$ cat config.mk
export PLATFORM = sky130hd
export DESIGN_NAME = multiword_adder
export DESIGN_NICKNAME = d
export VERILOG_FILES = /design/src/rtl/multiword_adder.sv
export SDC_FILE = /design/constraint.sdc
export NUM_CORES = 1
export LEC_CHECK = 0
export ABC_CLOCK_PERIOD_IN_PS = 3180
export CORE_MARGIN = 1
export CORE_UTILIZATION = 45
export DETAILED_ROUTE_END_ITERATION = 12
export PLACE_DENSITY = 0.78
export REMOVE_ABC_BUFFERS = 1
export SYNTH_ARGS = -nofsm -noshare
export SYNTH_HDL_FRONTEND = slang
export SYNTH_SLANG_ARGS = --single-unit
$ cat constraint.sdc
create_clock -name clk -period 3.18 [get_ports clk]
set_clock_uncertainty 0.15 [all_clocks]
set_input_delay 0.477 -clock clk [delete_from_list [all_inputs] [get_ports clk]]
set_output_delay 0.477 -clock clk [all_outputs]
set_load 0.1 [all_outputs]
$ cat src/rtl/multiword_adder.sv
// Sequential multi-word adder: adds two W = N*K bit operands one N-bit slice per
// cycle through a single carry-lookahead slice adder, then holds the result until taken.

module cla_adder #(
    parameter int N = 8
) (
    input  logic [N-1:0] a,
    input  logic [N-1:0] b,
    input  logic         ci,
    output logic [N-1:0] s,
    output logic         co
);
    logic [N-1:0] g_s;
    logic [N-1:0] p_s;
    logic [N:0]   c_s;
    logic         term_s;
    logic         prop_s;

    assign g_s = a & b;
    assign p_s = a ^ b;

    // Each carry is a flat sum of generate terms gated by the propagate run below them
    always_comb begin
        c_s    = {(N+1){1'b0}};
        term_s = 1'b0;
        prop_s = 1'b1;
        c_s[0] = ci;
        for (int j = 0; j < N; j++) begin
            term_s = 1'b0;
            prop_s = 1'b1;
            for (int k = j; k >= 0; k--) begin
                term_s = term_s | (prop_s & g_s[k]);
                prop_s = prop_s & p_s[k];
            end
            c_s[j+1] = term_s | (prop_s & ci);
        end
    end

    assign s  = p_s ^ c_s[N-1:0];
    assign co = c_s[N];
endmodule

module multiword_adder #(
    parameter int N = 8,
    parameter int K = 4
) (
    input  logic           clk,
    input  logic           rst_n,
    input  logic           in_valid,
    output logic           in_ready,
    input  logic [N*K-1:0] a,
    input  logic [N*K-1:0] b,
    input  logic           c_in,
    output logic           out_valid,
    input  logic           out_ready,
    output logic [N*K-1:0] s,
    output logic           c_out,
    output logic           busy
);
    localparam int W  = N * K;
    localparam int IW = (K > 1) ? $clog2(K) : 1;
    localparam logic [IW-1:0] LAST_IDX = IW'(K - 1);
    localparam logic [31:0]   SLICE_W  = 32'(N);

    typedef enum logic [1:0] {
        IDLE = 2'd0,
        RUN  = 2'd1,
        DONE = 2'd2
    } state_t;

    state_t        state_r;
    state_t        state_nx_s;
    logic [W-1:0]  a_r;
    logic [W-1:0]  b_r;
    logic [W-1:0]  s_r;
    logic          carry_r;
    logic          c_out_r;
    logic [IW-1:0] idx_r;
    logic          out_valid_r;
    logic          busy_r;

    logic          accept_s;
    logic          last_s;
    logic [31:0]   off_s;
    logic [W-1:0]  a_sh_s;
    logic [W-1:0]  b_sh_s;
    logic [N-1:0]  slice_sum_s;
    logic          slice_co_s;
    logic [W-1:0]  slice_mask_s;
    logic [W-1:0]  slice_ins_s;

    // in_ready is gated by rst_n so it drops the moment reset asserts
    assign in_ready  = rst_n && (state_r == IDLE);
    assign accept_s  = in_valid && in_ready;
    assign last_s    = (idx_r == LAST_IDX);
    assign out_valid = out_valid_r;
    assign busy      = busy_r;
    assign s         = s_r;
    assign c_out     = c_out_r;

    assign off_s        = 32'(idx_r) * SLICE_W;
    assign a_sh_s       = a_r >> off_s;
    assign b_sh_s       = b_r >> off_s;
    assign slice_mask_s = W'({N{1'b1}}) << off_s;
    assign slice_ins_s  = W'(slice_sum_s) << off_s;

    cla_adder #(.N(N)) u_slice_add (
        .a  (a_sh_s[N-1:0]),
        .b  (b_sh_s[N-1:0]),
        .ci (carry_r),
        .s  (slice_sum_s),
        .co (slice_co_s)
    );

    // Control state register
    always_ff @(posedge clk or negedge rst_n) begin
        if (!rst_n) begin
            state_r <= IDLE;
        end else begin
            state_r <= state_nx_s;
        end
    end

    // Next-state decode; out_ready is only looked at in DONE, in_valid only in IDLE
    always_comb begin
        state_nx_s = state_r;
        case (state_r)
            IDLE: begin
                if (accept_s) state_nx_s = RUN;
                else          state_nx_s = IDLE;
            end
            RUN: begin
                if (last_s) state_nx_s = DONE;
                else        state_nx_s = RUN;
            end
            DONE: begin
                if (out_ready) state_nx_s = IDLE;
                else           state_nx_s = DONE;
            end
            default: state_nx_s = IDLE;
        endcase
    end

    // Operand latch, per-slice sum/carry update and registered status flags
    always_ff @(posedge clk or negedge rst_n) begin
        if (!rst_n) begin
            a_r         <= {W{1'b0}};
            b_r         <= {W{1'b0}};
            s_r         <= {W{1'b0}};
            carry_r     <= 1'b0;
            c_out_r     <= 1'b0;
            idx_r       <= {IW{1'b0}};
            out_valid_r <= 1'b0;
            busy_r      <= 1'b0;
        end else begin
            case (state_r)
                IDLE: begin
                    if (accept_s) begin
                        a_r     <= a;
                        b_r     <= b;
                        carry_r <= c_in;
                        idx_r   <= {IW{1'b0}};
                    end
                end
                RUN: begin
                    s_r     <= (s_r & ~slice_mask_s) | slice_ins_s;
                    carry_r <= slice_co_s;
                    if (last_s) begin
                        c_out_r <= slice_co_s;
                        idx_r   <= {IW{1'b0}};
                    end else begin
                        idx_r   <= idx_r + IW'(1);
                    end
                end
                DONE: begin
                    carry_r <= carry_r;
                end
                default: begin
                    idx_r <= {IW{1'b0}};
                end
            endcase
            out_valid_r <= (state_nx_s == DONE);
            busy_r      <= (state_nx_s != IDLE);
        end
    end
endmodule

==> results.txt, run 1 <==
The final setup slack of the worst path is 0.312 ns. The number of clock buffers added by TritonCTS is 9. The port buffer count came out at approximately 100. By count the netlist is led by sky130_fd_sc_hd__dfrtp_1 (104), sky130_fd_sc_hd__mux2_2 (64), sky130_fd_sc_hd__a22o_1 (29). The number of clock sinks is 104. The standard-cell row count came out at 36. The category of the worst setup path launch point is a flip-flop.

The number of nets still failing antenna checks after routing is 0. The total number of vias is approximately 3000. The sequential cell area fraction in the yosys report came out at between 50% and 60%.

The flow ran to the end, and the final reports show no timing, DRC or antenna violations. The most frequently used cell type in the post-synthesis netlist is sky130_fd_sc_hd__dfrtp_1. The number of fill cells is 784. The endpoint of the worst setup timing path is s[30]. In this run the standard cell core region covers 9820 um2. The detailed placer's ending HPWL is a little over 7000 um.

The worst register-to-register path ends at s[30]. The number of cell instances on the worst register-to-register path came out at 8. In this run the worst hold path is classified as in -> async. The initial utilization of the core area, before any placement, comes to a little under half. The final weighted congestion in routability-driven placement came out at roughly 0.79. The peak clock frequency supported by timing is 349 MHz. The final net count is just under 500. 0 antenna diodes ended up in the layout. Setup repair after global routing left no endpoint under its margin. The global route total overflow is 0. The total die area came out at 10500 um2. The post-route fraction of the period consumed by the critical path came out at around nine tenths. The number of detailed-route iterations in the first pass came out at 4. The post-CTS resize count came out at 0. The clock tree from TritonCTS is built. The latest clock arrival within the worst-skew pair is about 0.36 ns. The count of cell types in the netlist came out at 36. The most common flop cell mapped by yosys is sky130_fd_sc_hd__dfrtp_1. The number of antenna violations at the first check in global routing came out at 0. The count of maximum capacitance violations came out at 0. The gate count after technology mapping came out at 300. The Yosys step of the flow raised 0 warnings. The worst setup path is of the reg -> reg kind. The hold violation count in the final report is 0. The tightest slew margin relative to the limit came out at between 50% and 60%. The average via count per standard cell is 5.45. The post-CTS clock slew at the launch and capture registers of the worst setup and hold paths is ~0.11 ns. Subtracting the final worst setup slack from the clock period gives around 2.9 ns. The slack of the worst reg-to-reg path came out at approximately 0.31 ns. The die is between 100 and 150 um wide. The first-pass GRT wire length came out at 15400 um. The average instance area after synthesis is 15.2 um2. The DRC violations left came out at 0. The overall routed net length came out at 9500 um. By area the synthesized netlist is led by sky130_fd_sc_hd__dfrtp_1 (57%), sky130_fd_sc_hd__mux2_2 (16%), sky130_fd_sc_hd__mux4_2 (7.9%), sky130_fd_sc_hd__a22o_1 (5.6%), sky130_fd_sc_hd__ha_1 (3.3%). For the pin with the worst max-slew slack, the measured transition is just over 0.7 ns. The final setup violation count came out at 0. The sort of element at the end of the critical path is a flip-flop. After clock tree synthesis, the setup repair step added 0 buffers. Along the worst path, the maximum fanout reaches 7. The die outline height came out at just over 100 um. In this run the deepest clock path goes through 2 buffers.

Entering global routing, the biggest net connects 70 pins. The via count of the first global-routing pass came to 3022. The data arrival time of the worst path is between 2 and 3 ns.

Dividing the detail-routed wire length by the instance count gives 17.3 um. The total routing resource utilization after global routing came out at between 10% and 20%. Data on the critical path is required at its endpoint by approximately 3.3 ns. The first routing iteration left around 120 violations. The area added between synthesis and finish is 29.4%. The top cell type's share of synthesized area is between 50% and 60%. Counting flops with an async set or reset pin after synthesis yields a share of 100%. The number of ports placed on the die boundary is approximately 110.

The root buffer cell chosen for the clock tree is sky130_fd_sc_hd__clkbuf_8. The depth of the CTS H-tree is 3. The fraction of layout instances using a drive strength above 1 is between 30% and 40%. In this run the worst setup path begins at idx_r[0]. In this run the critical register-to-register path is launched from idx_r[0]. The cell type with the highest aggregate area in the netlist is sky130_fd_sc_hd__dfrtp_1.

The count of pins over their slew limit is 0. The number of flip-flops and latches in the synthesized netlist is between 100 and 150. The count of flip-flops with a built-in enable after synthesis is 0. The synthesized cell area came out at 4560 um2. The count of hold-fix buffers inserted at cts is 0. The post-placement setup slack is about 0.33 ns.
state kept, by name, indices dropped and copies added (netlist names):
register / cells
out_valid: 1
carry_r: 1
state_r: 2
a_r: 32
busy: 1
idx_r: 2
c_out: 1
s: 32
b_r: 32
cells by family after synthesis:
group / after synthesis / share of synthesized area, %
xor gates and xnor gates: 4 / 0.768
and+or+nand+nor: 28 / 3.48
buffers and inverters: 17 / 1.81
adders and majority gates: 13 / 3.73
DFF: 104 / 57.0
AOI/OAI and AO/OA: 54 / 9.49
muxes: 80 / 23.7
stage by stage:
stage | hold WS, ns | cells | instance area, um2 | util [%] | setup TNS (ns)
finish | 0.0451 | 550 | 5900 | 60.1 | 0
global route | 0.0965 | 550 | 5900 | 60.1 | 0
CTS | 0.0577 | 550 | 5900 | 60.1 | 0
detailed placement | 0.342 | 534 | 5720 | 58.2 | 0
global placement | 0.337 | 534 | 5720 | 58.2 | 0
floorplan | 0.0314 | 286 | 4490 | - | -66.40
worst max-delay path: stages, from the launching register on:
cell and delay, ns:
sky130_fd_sc_hd__dfrtp_1 0.37, sky130_fd_sc_hd__buf_4 0.18, sky130_fd_sc_hd__mux4_2 0.53, sky130_fd_sc_hd__ha_1 0.36, sky130_fd_sc_hd__a21oi_1 0.21, sky130_fd_sc_hd__o21bai_1 0.12
sky130_fd_sc_hd__o21a_1 0.23, sky130_fd_sc_hd__or3_4 0.35, sky130_fd_sc_hd__a32o_1 0.26
area by class of cell:
type | instances | area, um2 | share of cell area [%]
Sequential cell | 104 | 2600 | 44.1
Multi-Input combinational cell | 179 | 1880 | 31.8
Timing Repair Buffer | 115 | 1060 | 17.9
Tap cell | 133 | 166 | 2.82
Clock buffer | 9 | 124 | 2.10
Clock inverter | 7 | 63.8 | 1.08
Inverter | 3 | 11.3 | 0.191
worst min path at each step:
stage | start | end | slack [ns] | cells past startpoint
after detailed placement | a_r[1] | a_r[1] | 0.34 | 1
after global placement | a_r[17] | a_r[17] | 0.34 | 1
after global routing | rst_n | s[28] | 0.1 | 2
after CTS | rst_n | s[9] | 0.06 | 2
final | rst_n | s[9] | 0.05 | 2
after floorplan | rst_n | a_r[0] | 0.03 | 0
routing by layer:
metal	wire (um)	GRT usage, %	up-vias
li1	-	-	1364
met1	4410	27.5	1502
met2	4530	31.4	118
met3	460	3.12	11
met4	99	5.49	0
met5	0	0	-
cell usage in the layout (no fill, tap or decap):
master,n
sky130_fd_sc_hd__o21bai_1,3
sky130_fd_sc_hd__a211oi_2,1
sky130_fd_sc_hd__nor2b_1,1
sky130_fd_sc_hd__o21ai_1,1
sky130_fd_sc_hd__a21o_2,1
sky130_fd_sc_hd__o211a_1,1
sky130_fd_sc_hd__mux2_2,64
sky130_fd_sc_hd__buf_4,46
sky130_fd_sc_hd__and2_2,1
sky130_fd_sc_hd__inv_6,1
sky130_fd_sc_hd__ha_1,12
sky130_fd_sc_hd__inv_8,2
sky130_fd_sc_hd__nand2_1,9
sky130_fd_sc_hd__o21ai_0,5
sky130_fd_sc_hd__buf_12,2
sky130_fd_sc_hd__xor2_1,2
sky130_fd_sc_hd__nand3b_1,1
sky130_fd_sc_hd__o31ai_1,1
sky130_fd_sc_hd__clkbuf_8,9
sky130_fd_sc_hd__clkdlybuf4s50_1,67
sky130_fd_sc_hd__inv_1,3
sky130_fd_sc_hd__clkinv_4,2
sky130_fd_sc_hd__nor3b_2,1
sky130_fd_sc_hd__a22o_1,29
sky130_fd_sc_hd__or3_4,1
sky130_fd_sc_hd__fa_1,1
sky130_fd_sc_hd__clkinvlp_4,2
sky130_fd_sc_hd__xnor2_1,2
sky130_fd_sc_hd__dfrtp_1,104
sky130_fd_sc_hd__nor3_2,1
sky130_fd_sc_hd__a32o_1,4
sky130_fd_sc_hd__a21oi_1,5
sky130_fd_sc_hd__nor2b_2,1
sky130_fd_sc_hd__nor3_1,6
sky130_fd_sc_hd__nand2b_1,2
sky130_fd_sc_hd__a211oi_1,2
sky130_fd_sc_hd__o21a_1,1
sky130_fd_sc_hd__mux4_2,16
sky130_fd_sc_hd__nor2_1,3
sky130_fd_sc_hd__or3b_2,1
Power of run 1 is not shown: default switching activity piles up to over one toggle a cycle in this logic, so the estimate is an artifact.
==> inputs of run 2 (changes only) <==
Settings changed: CORE_MARGIN 1 to 2.
==> run 2 against run 1 <==
Highest routed layer unchanged. Flip-flop and latch count unchanged. Count of clock-buffer cells in the layout rose by 1. Final area up 0.28%. First-iteration DRC count is 7.8% lower. Largest cell class unchanged.
==> results.txt, run 2 (synthesized netlist as in run 1, its figures left out) <==
The run finished with clean final reports. The hold violation count in the final report came out at 0 (unchanged). The overall routed net length is 9590 um (+0.96%).

The final weighted congestion in routability-driven placement came out at 0.826 (+5.0%). TritonCTS built the clock tree. The port buffer count is 104 (unchanged).

The standard cell core area is 9820 um2 (unchanged). The area taken by flip-flops and latches is 2600 um2 (unchanged). The total routing resource utilization after global routing is 18.3% (-1.2 points). The detailed placer's ending HPWL was 7020 um (-3.3%). The post-layout minimum cycle time is 3.03 ns (+0.160 ns). The number of nets still failing antenna checks after routing is 0 (unchanged). The post-route cell area was 5920 um2 (+0.28%).

The data required time of the critical path is 3.29 ns (about the same). The worst-case hold slack came to 0.0452 ns (+0.0000355 ns). The number of antenna violations at the first check in global routing is 0 (unchanged).

The transition time at the pin with the least slew margin came to 0.950 ns (+0.240 ns). The via count of the first global-routing pass came out at 2970 (-1.7%). The area used by multi-input combinational logic came out at 1880 um2 (unchanged). The count of hold-fix buffers inserted at cts came out at 0 (unchanged). The post-route fraction of the period consumed by the critical path is 95.2% (+5.0 points). The effective utilization at floorplan is 46.5% (unchanged). The number of fill cells came out at 789 (+0.64%). Walking the worst path, the cells encountered are buf_12 -> mux4_2 -> ha_1 -> a211oi_2 -> nor3_2 -> o21a_1 -> or3_4 -> a32o_1. From synthesis to final layout, the design area changed by 29.7%. The most common cell after layout, fill and taps aside is sky130_fd_sc_hd__dfrtp_1.

The setup path with the least slack is of type reg -> reg. The mean routed wirelength per cell is 17.5 um (+1.1%). The antenna diode count is 0 (unchanged). The biggest cell delay along the critical path was 0.55 ns (+0.02 ns).

The number of buffers inserted to repair setup after CTS is 0 (unchanged). Clock tree synthesis selected as its root buffer the cell sky130_fd_sc_hd__clkbuf_8. The kind of path behind the tightest hold check is in -> async.

The maximum number of pins on one net before global-route repair was 70 (unchanged). The depth of the CTS H-tree is 3 (unchanged). The DRC violation total after the first TritonRoute iteration came out at 107 (-7.8%). The end-of-flow core utilization is 60.3% (+0.17 points).

The latest clock arrival within the worst-skew pair is 0.36 ns (about the same). The global route total overflow came to 0 (unchanged). The standard-cell row count is 36 (unchanged). The final setup violation count came out at 0 (unchanged).

The maximum number of buffers from clock root to sink is 2 (unchanged). Among all stages on the critical path, the largest delay is contributed by sky130_fd_sc_hd__mux4_2. The x dimension of the die is 105 um (+1.9%). The final net count is 493 (-0.20%).

The number of detailed-route iterations in the first pass is 4 (unchanged). The fraction of layout instances using a drive strength above 1 is 36.3% (-0.15 points). The first-pass GRT wire length came out at 15700 um (+1.9%). The die outline height is 105 um (+1.9%). The number of clock sinks came out at 104 (unchanged). The total number of vias is 2975 (-0.67%). The peak clock frequency supported by timing was 330 MHz (-5.3%). The count of pins over their slew limit came out at 0 (unchanged).

The biggest fanout along the worst timing path came to 11 (+4). Leaving out fill and tap cells, the most frequent cells in the layout are sky130_fd_sc_hd__dfrtp_1 (104), sky130_fd_sc_hd__clkdlybuf4s50_1 (67), sky130_fd_sc_hd__mux2_2 (64), sky130_fd_sc_hd__buf_4 (45), sky130_fd_sc_hd__a22o_1 (29). The post-CTS resize count came out at 0 (unchanged). The post-CTS clock slew at the launch and capture registers of the worst setup and hold paths came out at 0.10 ns (about the same). The tightest slew margin relative to the limit is 36.2% (-17 points). The average via count per standard cell came out at 5.42 (-0.49%).

Setup repair after global routing left no endpoint under its margin. The count of maximum capacitance violations was 0 (unchanged). The placement-stage cell area came out at 5710 um2 (-0.13%). The final total negative setup slack came out at 0 ns (unchanged). The total die area came out at 11000 um2 (+3.9%). The total CTS buffers came out at 9 (unchanged). The worst setup path is captured at a flip-flop.

The worst setup path is launched from a flip-flop. The data arrival time of the worst path was 3.14 ns (+0.18 ns). The number of ports placed on the die boundary is 105 (unchanged). The DRC violations left came out at 0 (unchanged).
run 2: cell types whose count changed in the layout (fill, tap and decap cells not counted), sizes merged:
cell    previous run  this run
clkinv             2         0
buf               48        47
bufinv             0         1
clkbuf             9        10
run 2: worst max-delay path, delay by kind of cell, from the launching register on:
kind / cells / cell delay, ns
and+or+nand+nor: 2 / 0.46
muxes: 1 / 0.55
buffers and inverters: 1 / 0.19
AOI/OAI and AO/OA: 3 / 0.73
adders and majority gates: 1 / 0.35
DFF: 1 / 0.49
run 2: cell type report:
type | instances | area share [%]
repair buffers | 114 | 17.7
multi-input cells | 179 | 31.7
clock inverters | 6 | 1.25
flip-flops and latches | 104 | 44.0
clock buffers | 10 | 2.33
inverters | 3 | 0.190
well taps | 133 | 2.81
run 2: path summary, 6_finish.rpt:
check | to | slack (ns) | startpoint | cells past startpoint
max | s[30] | 0.15 | idx_r[0] | 8
max reg2reg | s[30] | 0.15 | idx_r[0] | 8
min | busy | 0.05 | rst_n | 2
min reg2reg | b_r[0] | 0.36 | b_r[0] | 1
max in group asynchronous | idx_r[1] | 1.67 | rst_n | 3
min in group clk | b_r[0] | 0.36 | b_r[0] | 1
run 2: through the flow:
stage               instances  worst slack (ns)
floorplan                 286            -0.968
finish                    549             0.152
detailed placement        533             0.204
global placement          533             0.249
global route              549            0.0214
CTS                       549             0.172
run 2: routing by layer:
layer	vias to the layer above	track usage (%)	wire [um]
met5	-	0	0
met4	0	5.90	153
met3	11	4.12	600
met2	105	27.9	4400
met1	1500	26.3	4440
li1	1359	-	-
Power of run 2 is left out for the same reason.
